**src/rtl/player_cmd_sched_if.sv**
```systemverilog
// Player instruction bus bundle: request inputs from dodge-phase logic plus the
// cmd/cmd_valid/cmd_ready handshake toward the player HP/position datapath.
// master = scheduler side, slave = the surrounding logic that drives requests and accepts commands.
interface player_cmd_sched_if;
  logic        enable;
  logic        death;
  logic        dmg_req;
  logic [7:0]  dmg_val;
  logic        heal_req;
  logic        mov_req;
  logic [1:0]  mov_dir;
  logic        cmd_ready;
  logic [15:0] cmd;
  logic        cmd_valid;
  logic        pending;

  modport master (
    input  enable, death, dmg_req, dmg_val, heal_req, mov_req, mov_dir, cmd_ready,
    output cmd, cmd_valid, pending
  );

  modport slave (
    output enable, death, dmg_req, dmg_val, heal_req, mov_req, mov_dir, cmd_ready,
    input  cmd, cmd_valid, pending
  );
endinterface

```
**src/rtl/player_cmd_sched.sv**
```systemverilog
// Buffers damage/heal/move requests and issues one 16-bit player command at a time, priority dmg > heal > move.
// Latency: request captured at edge 0, cmd_valid after edge 1, accepted at edge 2 with cmd_ready high.
// Backpressure: cmd is held stable while cmd_ready is low; requests keep accumulating in the buffers.
module player_cmd_sched #(
  parameter logic [7:0]  HEAL_AMT = 8'd10,
  parameter int unsigned MOV_GAP  = 4
) (
  input logic                clk,
  input logic                rst_n,
  player_cmd_sched_if.master bus
);

  localparam logic [3:0] OP_HPY     = 4'b0001;
  localparam logic [3:0] OP_DPY     = 4'b0010;
  localparam logic [3:0] OP_MOV     = 4'b0101;
  localparam logic [3:0] GAP_RELOAD = 4'(MOV_GAP - 1);

  typedef enum logic {ST_IDLE, ST_ISSUE} state_t;

  state_t      r_state, w_state_nxt;
  logic [15:0] r_cmd, w_cmd_nxt;
  logic [7:0]  r_dmg_acc, w_dmg_nxt;
  logic [1:0]  r_heal_cnt, w_heal_nxt;
  logic        r_mov_pend, w_mov_pend_nxt;
  logic [1:0]  r_mov_dir;
  logic [3:0]  r_gap_cnt, w_gap_nxt;
  logic [8:0]  w_dmg_sum;

  logic w_capture, w_flush, w_hs, w_can_load, w_mov_accept;
  logic w_ld_dmg, w_ld_heal, w_ld_mov;

  // Requests are only taken in DODGE while alive; anything else empties the buffers.
  assign w_capture    = bus.enable & ~bus.death;
  assign w_flush      = ~w_capture;
  assign w_hs         = (r_state == ST_ISSUE) & bus.cmd_ready;
  assign w_mov_accept = w_hs & (r_cmd[15:12] == OP_MOV);
  // A new command may be loaded when the bus is free or is being freed this edge; never while flushing.
  assign w_can_load   = ((r_state == ST_IDLE) | w_hs) & ~w_flush;

  // Move spacing counter: reloads on MOV acceptance, then counts down to zero.
  always_comb begin
    w_gap_nxt = r_gap_cnt;
    if (w_mov_accept)           w_gap_nxt = GAP_RELOAD;
    else if (r_gap_cnt != 4'd0) w_gap_nxt = r_gap_cnt - 4'd1;
  end

  // Fixed-priority load select; a MOV loads on the edge where the spacing counter reaches zero,
  // so consecutive MOV acceptances land exactly MOV_GAP cycles apart under continuous ready.
  assign w_ld_dmg  = w_can_load & (r_dmg_acc != 8'd0);
  assign w_ld_heal = w_can_load & (r_dmg_acc == 8'd0) & (r_heal_cnt != 2'd0);
  assign w_ld_mov  = w_can_load & (r_dmg_acc == 8'd0) & (r_heal_cnt == 2'd0) &
                     r_mov_pend & (w_gap_nxt == 4'd0);

  // FSM next state and next command word.
  always_comb begin
    w_state_nxt = r_state;
    w_cmd_nxt   = r_cmd;
    if (w_ld_dmg) begin
      w_state_nxt = ST_ISSUE;
      w_cmd_nxt   = {OP_DPY, r_dmg_acc, 4'b0000};
    end else if (w_ld_heal) begin
      w_state_nxt = ST_ISSUE;
      w_cmd_nxt   = {OP_HPY, HEAL_AMT, 4'b0000};
    end else if (w_ld_mov) begin
      w_state_nxt = ST_ISSUE;
      w_cmd_nxt   = {OP_MOV, 6'b000000, r_mov_dir, 4'b0000};
    end else if (w_hs) begin
      w_state_nxt = ST_IDLE;
      w_cmd_nxt   = 16'h0000;
    end
  end

  // Buffer updates: load clear/decrement first, then the same-edge request on top, then flush wins.
  always_comb begin
    w_dmg_sum = {1'b0, (w_ld_dmg ? 8'd0 : r_dmg_acc)} +
                ((w_capture & bus.dmg_req) ? {1'b0, bus.dmg_val} : 9'd0);
    w_dmg_nxt = w_dmg_sum[8] ? 8'hFF : w_dmg_sum[7:0];
    w_heal_nxt = r_heal_cnt - {1'b0, w_ld_heal};
    if (w_capture & bus.heal_req & (w_heal_nxt != 2'd3)) w_heal_nxt = w_heal_nxt + 2'd1;
    w_mov_pend_nxt = (r_mov_pend & ~w_ld_mov) | (w_capture & bus.mov_req);
    if (w_flush) begin
      w_dmg_nxt      = 8'd0;
      w_heal_nxt     = 2'd0;
      w_mov_pend_nxt = 1'b0;
    end
  end

  // State, command and buffer registers.
  always_ff @(posedge clk or negedge rst_n) begin
    if (!rst_n) begin
      r_state    <= ST_IDLE;
      r_cmd      <= 16'h0000;
      r_dmg_acc  <= 8'd0;
      r_heal_cnt <= 2'd0;
      r_mov_pend <= 1'b0;
      r_mov_dir  <= 2'd0;
      r_gap_cnt  <= 4'd0;
    end else begin
      r_state    <= w_state_nxt;
      r_cmd      <= w_cmd_nxt;
      r_dmg_acc  <= w_dmg_nxt;
      r_heal_cnt <= w_heal_nxt;
      r_mov_pend <= w_mov_pend_nxt;
      r_gap_cnt  <= w_gap_nxt;
      if (w_capture & bus.mov_req) r_mov_dir <= bus.mov_dir;
    end
  end

  assign bus.cmd       = r_cmd;
  assign bus.cmd_valid = (r_state == ST_ISSUE);
  assign bus.pending   = (r_dmg_acc != 8'd0) | (r_heal_cnt != 2'd0) | r_mov_pend;

endmodule

```
**src/flat_wrapper.sv**
```systemverilog
// flat-port wrapper written by rule: the top's interface ports become plain ports
module player_cmd_sched_flat 
#(
  parameter logic [7:0]  HEAL_AMT = 8'd10,
  parameter int unsigned MOV_GAP  = 4
)
  (clk, rst_n, bus_enable, bus_death, bus_dmg_req, bus_dmg_val, bus_heal_req, bus_mov_req, bus_mov_dir, bus_cmd_ready, bus_cmd, bus_cmd_valid, bus_pending);
  player_cmd_sched_if bus_i ();
  input logic clk;
  input logic rst_n;
  input wire logic [$bits(bus_i.enable)-1:0] bus_enable;
  input wire logic [$bits(bus_i.death)-1:0] bus_death;
  input wire logic [$bits(bus_i.dmg_req)-1:0] bus_dmg_req;
  input wire logic [$bits(bus_i.dmg_val)-1:0] bus_dmg_val;
  input wire logic [$bits(bus_i.heal_req)-1:0] bus_heal_req;
  input wire logic [$bits(bus_i.mov_req)-1:0] bus_mov_req;
  input wire logic [$bits(bus_i.mov_dir)-1:0] bus_mov_dir;
  input wire logic [$bits(bus_i.cmd_ready)-1:0] bus_cmd_ready;
  output wire logic [$bits(bus_i.cmd)-1:0] bus_cmd;
  output wire logic [$bits(bus_i.cmd_valid)-1:0] bus_cmd_valid;
  output wire logic [$bits(bus_i.pending)-1:0] bus_pending;
  assign bus_i.enable = bus_enable;
  assign bus_i.death = bus_death;
  assign bus_i.dmg_req = bus_dmg_req;
  assign bus_i.dmg_val = bus_dmg_val;
  assign bus_i.heal_req = bus_heal_req;
  assign bus_i.mov_req = bus_mov_req;
  assign bus_i.mov_dir = bus_mov_dir;
  assign bus_i.cmd_ready = bus_cmd_ready;
  assign bus_cmd = bus_i.cmd;
  assign bus_cmd_valid = bus_i.cmd_valid;
  assign bus_pending = bus_i.pending;
  player_cmd_sched #(.HEAL_AMT(HEAL_AMT), .MOV_GAP(MOV_GAP)) u_core (.clk(clk), .rst_n(rst_n), .bus(bus_i));
endmodule
```
**config.mk**
```make
export PLATFORM = sky130hd
export DESIGN_NAME = player_cmd_sched_flat
export DESIGN_NICKNAME = d
export VERILOG_FILES = /design/src/rtl/player_cmd_sched_if.sv /design/src/rtl/player_cmd_sched.sv /design/src/flat_wrapper.sv
export SDC_FILE = /design/constraint.sdc
export NUM_CORES = 1
export LEC_CHECK = 0
export CAP_MARGIN = 20
export CORE_MARGIN = 4
export CORE_UTILIZATION = 55
export DETAILED_ROUTE_END_ITERATION = 8
export HOLD_SLACK_MARGIN = 0.12
export PLACE_DENSITY = 0.83
export SLEW_MARGIN = 20
export SYNTH_ARGS = -nofsm -noshare
export SYNTH_HDL_FRONTEND = slang
export SYNTH_SLANG_ARGS = --single-unit
```
**constraint.sdc**
```tcl
create_clock -name clk -period 7.8 [get_ports clk]
set_clock_uncertainty 0.05 [all_clocks]
set_input_delay 1.56 -clock clk [delete_from_list [all_inputs] [get_ports clk]]
set_output_delay 1.56 -clock clk [all_outputs]
set_load 0.05 [all_outputs]
```
==> results.cfg, run 1 <==
[job]
maxCapViolCount = 0

[synthesis]
synth_compound_area_frac = 0.1725
synth-edff-count = 0
async_flop_share = 1.000
synth_top_family_by_area = simple AND/OR/NAND/NOR gates
synth_xor_area_frac = 0.04437
ys.warnings.count = 0
netlist_area_um2 = 1777
synth.largest_area_cell = dfrtp_1
yosysTopAreaCellShare = 0.4085
ys_ff_latch = 29
yosys-top-cells-area = dfrtp_1, ha_1, a21oi_1
synth-simple-area-share = 0.2148
ys_seq_area_frac = 0.4085
syn_inst = 174
synth_ff_type = dfrtp_1
post-synth-top-count-cell = dfrtp_1
synthAdderAreaFrac = 0.08873
synth_area_per_cell_um2 = 10.21
muxShareOfSynthArea = 0.01831
netlist_top_cells_count = dfrtp_1, a21oi_1, nor2b_1
yosysUniqueCellTypes = 47

[die]
initial_core_util = 0.5772
core_area_um2 = 3078
dieArea_um2 = 4204
die_w_um = 64.84
rows = 20
ioPinCount = 36
fp.dieH_um = 64.84

[place]
dp_hpwl_mm = 2.946
dpl_cell_area_um2 = 2102
dp.cells = 245
portBuffers = 30
globalplace.congestion = 0.8339

[worst_hold_path]
min-delay-start = u_core.r_mov_dir[1]
whs_path_depth = 1
worstHoldEndpoint = u_core.r_mov_dir[1]
hp-class = reg -> reg

[sta]
hold_viol = 0
slew_viol_final = 0
setup_viol = 0
maxSlewHeadroom = 0.4255
finalCritPeriodShare = 0.5688
max_freq_mhz = 225.4
fin_crit_ns = 4.436
tightest_slew_ns = 0.8539
setup-tns-final_ns = 0
hold-worst-slack_ns = 0.4631
rsz0062_at_grt = false

[setup_path]
slowest_delay_ns = 0.52
path_common_cell = a21oi_1
crit_type = in -> reg
crit_path_top_delay_cell = clkdlybuf4s50_1
worstSetupStartpointType = input port
endpoint_kind = flip-flop
crit_required_ns = 7.93
r2r_end = u_core.r_dmg_acc[0]
r2r_start = u_core.bus.cmd_valid
r2r_setup_slack_ns = 4.69
worstPathArrival_ns = 4.57
path_cells = clkdlybuf4s50_1 -> nand2b_4 -> nor2_1 -> buf_4 -> nor2b_1 -> ha_1 -> fa_1 -> a211oi_1 -> o21ai_1 -> a21o_1 -> a21oi_1 -> a21oi_1
critPathMaxFanout = 19
r2r_cells = 11

[routing]
totalWireLength_mm = 3.845
drt_iter0_drc = 103
drc = 0
vias = 1437
final_antenna_net_count = 0
avgRoutedWirePerCell_um = 15.20
via_per_inst = 5.680
firstDrtPassIters = 4

[finish]
final_util = 0.7163
stdcell_area_um2 = 2205
antenna_cells = 0
nets = 238
fillers = 233
drive_above_1_share = 0.1100
finalNonFillerCells = 253
area_delta_synth_final_pct = 24.08

[clocking]
clkLatencyLatePin_ns = 0.33
cts_sinks = 29
cts_resized = 0
ctsHtreeMaxLevel = 2
cts_setup_buffers = 0
cts_buffer_depth = 2
numCtsBuffers = 5
cts_root_buf = clkbuf_4
clk_pin_slew_ns = 0.09
cts_tree = done
holdBufCountCts = 0

[outcome]
status = finished clean

[power]
p_leak_nw = 1.077
peakVddDrop_v = 0.0002164
p_per_area_nw_per_um2 = 262.3

[global_route]
antenna_found_initial = 0
overflow = 0
grt_max_degree = 30
grt_pass1_wl_mm = 6.354
track_usage = 0.1999
grt_pass1_vias = 1385
-- placed cells by master (no fill, tap or decap), types with 2 or more instances in the layout --
master           netlist  final
dfrtp_1               29     29
o21ai_1                2      2
mux2_2                 2      2
buf_4                  5      2
nand2b_1               3      3
a21o_1                 3      3
xnor2_1                4      4
nor2_1                11     11
ha_1                  11     11
xor2_1                 5      5
a221o_1                2      2
nand3_1                2      2
clkbuf_4               0      5
a211oi_1               2      2
a21oi_1               17     17
a22o_1                 6      6
nor4_4                 2      2
conb_1                 1      5
and3_1                 8      8
clkdlybuf4s50_1        0     30
bufinv_16              0      2
inv_1                  8      8
nand2_1                8      8
nor2b_1               12     12
o21ai_0                4      4
-- cells by family after synthesis --
group,Yosys count
DFF,29
AOI/OAI and AO/OA,45
buffers and inverters,17
and+or+nand+nor,58
adders and majority gates,12
muxes,3
other,1
xor gates and xnor gates,9
-- power breakdown --
part	switching (W)	leakage (nW)	internal, W	total [W]
registers	0.0000264	0.386	0.000179	0.000205
logic	0.000131	0.636	0.0000880	0.000219
clock network	0.0000545	0.0552	0.0000992	0.000154
total	0.000212	1.08	0.000366	0.000578
-- worst max-delay path by stage --
| stage | to | cells past startpoint | startpoint | slack (ns) |
|---|---|---|---|---|
| 2_1_floorplan | u_core.r_dmg_acc[0] | 10 | bus_death | 3.83 |
| 3_3_place_gp | u_core.r_dmg_acc[0] | 12 | bus_enable | 3.28 |
| 3_5_place_dp | u_core.r_dmg_acc[0] | 12 | bus_enable | 3.15 |
| 4_1_cts | u_core.r_dmg_acc[0] | 12 | bus_enable | 3.46 |
| 5_1_grt | u_core.r_dmg_acc[0] | 12 | bus_enable | 3.17 |
| 6_report | u_core.r_dmg_acc[0] | 12 | bus_enable | 3.36 |
-- critical path: cells and delay by family --
kind | cells | cell delay (ns)
AO/OA/AOI/OAI | 5 | 1.26
AND/OR/NAND/NOR | 3 | 0.31
buffers and inverters | 2 | 0.75
adder cells (fa/ha/maj) | 2 | 0.66
-- flip-flops by register name (all words and copies together) (netlist names) --
signal and count:
u_core.r_dmg_acc 8, u_core.bus.cmd_valid 1, u_core.r_heal_cnt 2, u_core.r_mov_pend 1, u_core.r_mov_dir 2, u_core.r_gap_cnt 4, u_core.bus.cmd 11
-- stage by stage --
stage	total power [W]	setup WS, ns
3_5_place_dp	0.0004263	3.154
2_1_floorplan	0.0003601	3.835
5_1_grt	0.0006090	3.166
3_3_place_gp	0.0004158	3.284
6_report	0.0005782	3.364
4_1_cts	0.0005799	3.460
-- layout make-up --
class                      count  area, um^2  area share
multi-input combinational    132       975.9      0.4427
clock buffer                   5       37.54     0.01703
inverter                       8       30.03     0.01362
sequential                    29       725.7      0.3292
clock inverter                 3       65.06     0.02951
tap                           44       55.05     0.02497
timing repair buffer          32       315.3      0.1430
-- metal layers --
| metal | part of all wire | vias up | routed length, um | global-route usage |
|---|---|---|---|---|
| met3 | 0.051 | 7 | 198 | 0.05546 |
| met5 | 0 | - | 0 | 0 |
| li1 | - | 693 | - | - |
| met1 | 0.44 | 700 | 1677 | 0.2519 |
| met2 | 0.50 | 37 | 1925 | 0.3308 |
| met4 | 0.011 | 0 | 43 | 0.06332 |
Power figures use the tool's default switching activity.
==> inputs of run 2 (changes only) <==
- CORE_UTILIZATION: 55 -> 46
- PLACE_DENSITY: 0.83 -> 0.74
- clock period: 7.8 -> 3.8 ns (I/O delays scaled with it)
==> results.cfg, run 2 (synthesis gave the netlist of run 1 again) <==
[global_route]
antenna_found_initial = 0
grt_pass1_wl_mm = 6.824
grt_max_degree = 30
overflow = 0
grt_pass1_vias = 1435
track_usage = 0.1726

[finish]
finalNonFillerCells = 260
drive_above_1_share = 0.1226
layout_commonest_cell = clkdlybuf4s50_1
layout_common_cells = clkdlybuf4s50_1, dfrtp_1, a21oi_1, nor2b_1
antenna_cells = 0
final_util = 0.6048
area_delta_synth_final_pct = 25.56
nets = 241
largest_reg_flops = 11

[place]
dp.cells = 252
dp_hpwl_mm = 3.122
dp_slack_ns = 0.05846
portBuffers = 30
globalplace.congestion = 0.8395

[clocking]
cts_sinks = 29
numCtsBuffers = 5
holdBufCountCts = 0
ctsHtreeMaxLevel = 2
cts_root_buf = clkbuf_8
cts_tree = done
cts_setup_buffers = 0
clk_pin_slew_ns = 0.06
cts_buffer_depth = 2
clkLatencyLatePin_ns = 0.28
cts_resized = 0

[setup_path]
worstSetupStartpointType = input port
critPathMaxFanout = 13
r2r_cells = 10
worstPathArrival_ns = 3.61
endpoint_kind = flip-flop
crit_type = in -> reg
r2r_setup_slack_ns = 0.88
crit_required_ns = 3.89

[sta]
hold_viol = 0
fin_crit_ns = 3.521
setup_viol = 0
max_freq_mhz = 284.0
setup_ws_ns = 0.2791
rsz0062_at_grt = false
setup-tns-final_ns = 0
slew_viol_final = 0
maxSlewHeadroom = 0.6514
finalCritPeriodShare = 0.9266
tightest_slew_ns = 0.5213

[routing]
avgRoutedWirePerCell_um = 15.33
wl_met2_mm = 1.967
final_antenna_net_count = 0
totalWireLength_mm = 3.985
wl_met3_um = 165
via_per_inst = 5.377
drt_iter0_drc = 29
firstDrtPassIters = 4
drt-met1-wl_mm = 1.802
vias = 1398
routed.top_layer = met4
drc = 0

[die]
rows = 22
die_w_um = 70.15
initial_core_util = 0.4817
dieArea_um2 = 4921
core_area_um2 = 3689
fp.dieH_um = 70.15
ioPinCount = 36

[outcome]
status = finished clean

[power]
p_total_w = 0.001147
peakVddDrop_v = 0.0002925
p_leak_nw = 1.091
p_per_area_nw_per_um2 = 514.3

[job]
maxCapViolCount = 0

[worst_hold_path]
hp-class = reg -> reg
whs_path_depth = 1
## run 2: path summary, 6_finish.rpt
check                                startpoint             endpoint
max reg2reg                u_core.bus.cmd_valid  u_core.r_dmg_acc[2]
max in group asynchronous                 rst_n    u_core.bus.cmd[7]
min reg2reg                   u_core.bus.cmd[9]    u_core.bus.cmd[9]
min                           u_core.bus.cmd[9]    u_core.bus.cmd[9]
min in group asynchronous                 rst_n  u_core.r_gap_cnt[2]
max                                  bus_enable  u_core.r_dmg_acc[2]
## run 2: report_power, final
group          leakage, nW  switching [W]  internal (W)
logic                0.651       0.000270      0.000183
clock network       0.0542       0.000112      0.000163
registers            0.386      0.0000516      0.000368
total                 1.09       0.000433      0.000714
## run 2: stage by stage
step | area, um^2 | hold WS [ns]
CTS | 2231 | 0.4533
global route | 2231 | 0.4714
global placement | 2130 | 0.4377
floorplan | 1792 | 0.4144
finish | 2231 | 0.4553
detailed placement | 2130 | 0.4400
## run 2: per-layer routing
metal  track usage  vias to the layer above
met5             0                        -
met4       0.07021                        0
met3       0.03885                        7
met1        0.2131                      667
met2        0.2896                       31
li1              -                      693
## run 2: layout make-up
class / instances / area [um^2]
fill: 312 / 1458
multi-input combinational: 132 / 975.9
sequential: 29 / 725.7
timing repair buffer: 35 / 337.8
clock buffer: 7 / 96.34
tap: 48 / 60.06
inverter: 8 / 30.03
clock inverter: 1 / 5.005
## run 2: critical path: stages
cell and delay (ns):
clkdlybuf4s50_1 0.52, nand2b_4 0.12, nor2_1 0.26, nor2b_1 0.09
ha_1 0.23, fa_1 0.42, a211oi_1 0.33, o21ai_1 0.15
a21o_1 0.17, a21oi_1 0.42, a21oi_1 0.13
==> inputs of run 3 (changes only) <==
- CORE_ASPECT_RATIO: unset -> 1.5
- MAX_ROUTING_LAYER: unset -> met4
==> results.cfg, run 3 (synthesis gave the netlist of run 1 again) <==
[routing]
wl_met2_mm = 2.248
totalWireLength_mm = 3.993
via_per_inst = 5.756
final_antenna_net_count = 0
avgRoutedWirePerCell_um = 15.72
routed.top_layer = met4
firstDrtPassIters = 4
wl_met3_um = 184
drc = 0
vias = 1462
drt-met1-wl_mm = 1.411
drt_iter0_drc = 74

[clocking]
cts_resized = 0
ctsHtreeMaxLevel = 2
holdBufCountCts = 0
numCtsBuffers = 5
cts_tree = done
cts_root_buf = clkbuf_8
clk_pin_slew_ns = 0.05
cts_sinks = 29
cts_buffer_depth = 2
clkLatencyLatePin_ns = 0.28
cts_setup_buffers = 0

[finish]
area_delta_synth_final_pct = 24.37
finalNonFillerCells = 254
layout_commonest_cell = clkdlybuf4s50_1
layout_common_cells = clkdlybuf4s50_1, dfrtp_1, a21oi_1, nor2b_1
drive_above_1_share = 0.1137
antenna_cells = 0
fillers = 345
nets = 241
largest_reg_flops = 11

[global_route]
track_usage = 0.1841
antenna_found_initial = 0
grt_pass1_wl_mm = 6.741
overflow = 0
grt_pass1_vias = 1524
grt_max_degree = 30

[sta]
slew_viol_final = 0
max_freq_mhz = 303.6
maxSlewHeadroom = 0.6654
setup_viol = 0
rsz0062_at_grt = false
setup-tns-final_ns = 0
fin_crit_ns = 3.293
hold_viol = 0
tightest_slew_ns = 0.5003
finalCritPeriodShare = 0.8667

[setup_path]
endpoint_kind = flip-flop
worstSetupStartpointType = input port
crit_end = u_core.r_dmg_acc[6]
critPathLaunch = bus_enable
r2r_cells = 11
worstPathArrival_ns = 3.40
r2r_end = u_core.r_dmg_acc[6]
crit_required_ns = 3.91
critPathMaxFanout = 13
crit_type = in -> reg
r2r_setup_slack_ns = 1.11
r2r_start = u_core.bus.cmd_valid

[die]
ioPinCount = 36
die_w_um = 58.75
fp.dieH_um = 84.12
initial_core_util = 0.4781
dieArea_um2 = 4941
core_area_um2 = 3716
rows = 27

[place]
portBuffers = 30
dp.cells = 247
globalplace.congestion = 0.9742
dp_hpwl_mm = 3.201

[job]
maxCapViolCount = 0

[power]
p_leak_nw = 1.080
p_per_area_nw_per_um2 = 507.4
peakVddDrop_v = 0.0003656

[worst_hold_path]
whs_path_depth = 1
hp-class = reg -> reg

[outcome]
status = finished clean
[run 3: changes by cell type in the layout (fill, tap and decap cells not counted), sizes merged]
cell    delta
clkinv     -1
[run 3: through the flow]
step / util / hold slack (ns) / worst slack, ns / power (W) / cell area, um^2
floorplan: - / 0.4144 / 0.6349 / 0.0007391 / 1792
global placement: 0.5714 / 0.4376 / 0.3677 / 0.0008582 / 2123
detailed placement: 0.5714 / 0.4325 / 0.2603 / 0.0008813 / 2123
CTS: 0.5946 / 0.4538 / 0.5521 / 0.001136 / 2210
global route: 0.5946 / 0.4854 / 0.4015 / 0.001189 / 2210
finish: 0.5946 / 0.4503 / 0.5065 / 0.001121 / 2210
[run 3: how the worst min path moves through the flow]
stage	start	end	slack (ns)
2_1_floorplan	rst_n	u_core.bus.cmd[10]	0.41
4_1_cts	u_core.bus.cmd[8]	u_core.bus.cmd[8]	0.45
3_5_place_dp	u_core.bus.cmd[8]	u_core.bus.cmd[8]	0.43
3_3_place_gp	u_core.bus.cmd[11]	u_core.bus.cmd[11]	0.44
6_report	u_core.bus.cmd[8]	u_core.bus.cmd[8]	0.45
5_1_grt	u_core.r_mov_dir[1]	u_core.r_mov_dir[1]	0.49
[run 3: area by class of cell]
type / count / area (um^2) / area share
sequential: 29 / 725.7 / 0.3284
clock buffer: 7 / 86.33 / 0.03907
timing repair buffer: 35 / 337.8 / 0.1529
multi-input combinational: 132 / 975.9 / 0.4417
tap: 43 / 53.80 / 0.02435
inverter: 8 / 30.03 / 0.01359
[run 3: layer usage]
metal / track usage / vias up
met5: - / -
met4: 0.09691 / 0
met3: 0.03870 / 12
met2: 0.3229 / 40
met1: 0.1823 / 720
li1: - / 690
[run 3: critical path, cell delays in order]
cell and delay, ns:
clkdlybuf4s50_1 0.52, nand2b_4 0.13, nor2_1 0.22, nor2b_1 0.09, ha_1 0.23, fa_1 0.42
a211oi_1 0.32, o21ai_1 0.14, a21o_1 0.17, a21oi_1 0.16, buf_4 0.17, a21oi_1 0.07
[run 3: report_power, final]
group	switching (W)	leakage (nW)	internal [W]
Clock	0.000106	0.0443	0.000143
Sequential	0.0000521	0.386	0.000368
Combinational	0.000270	0.650	0.000182
Total	0.000428	1.08	0.000693
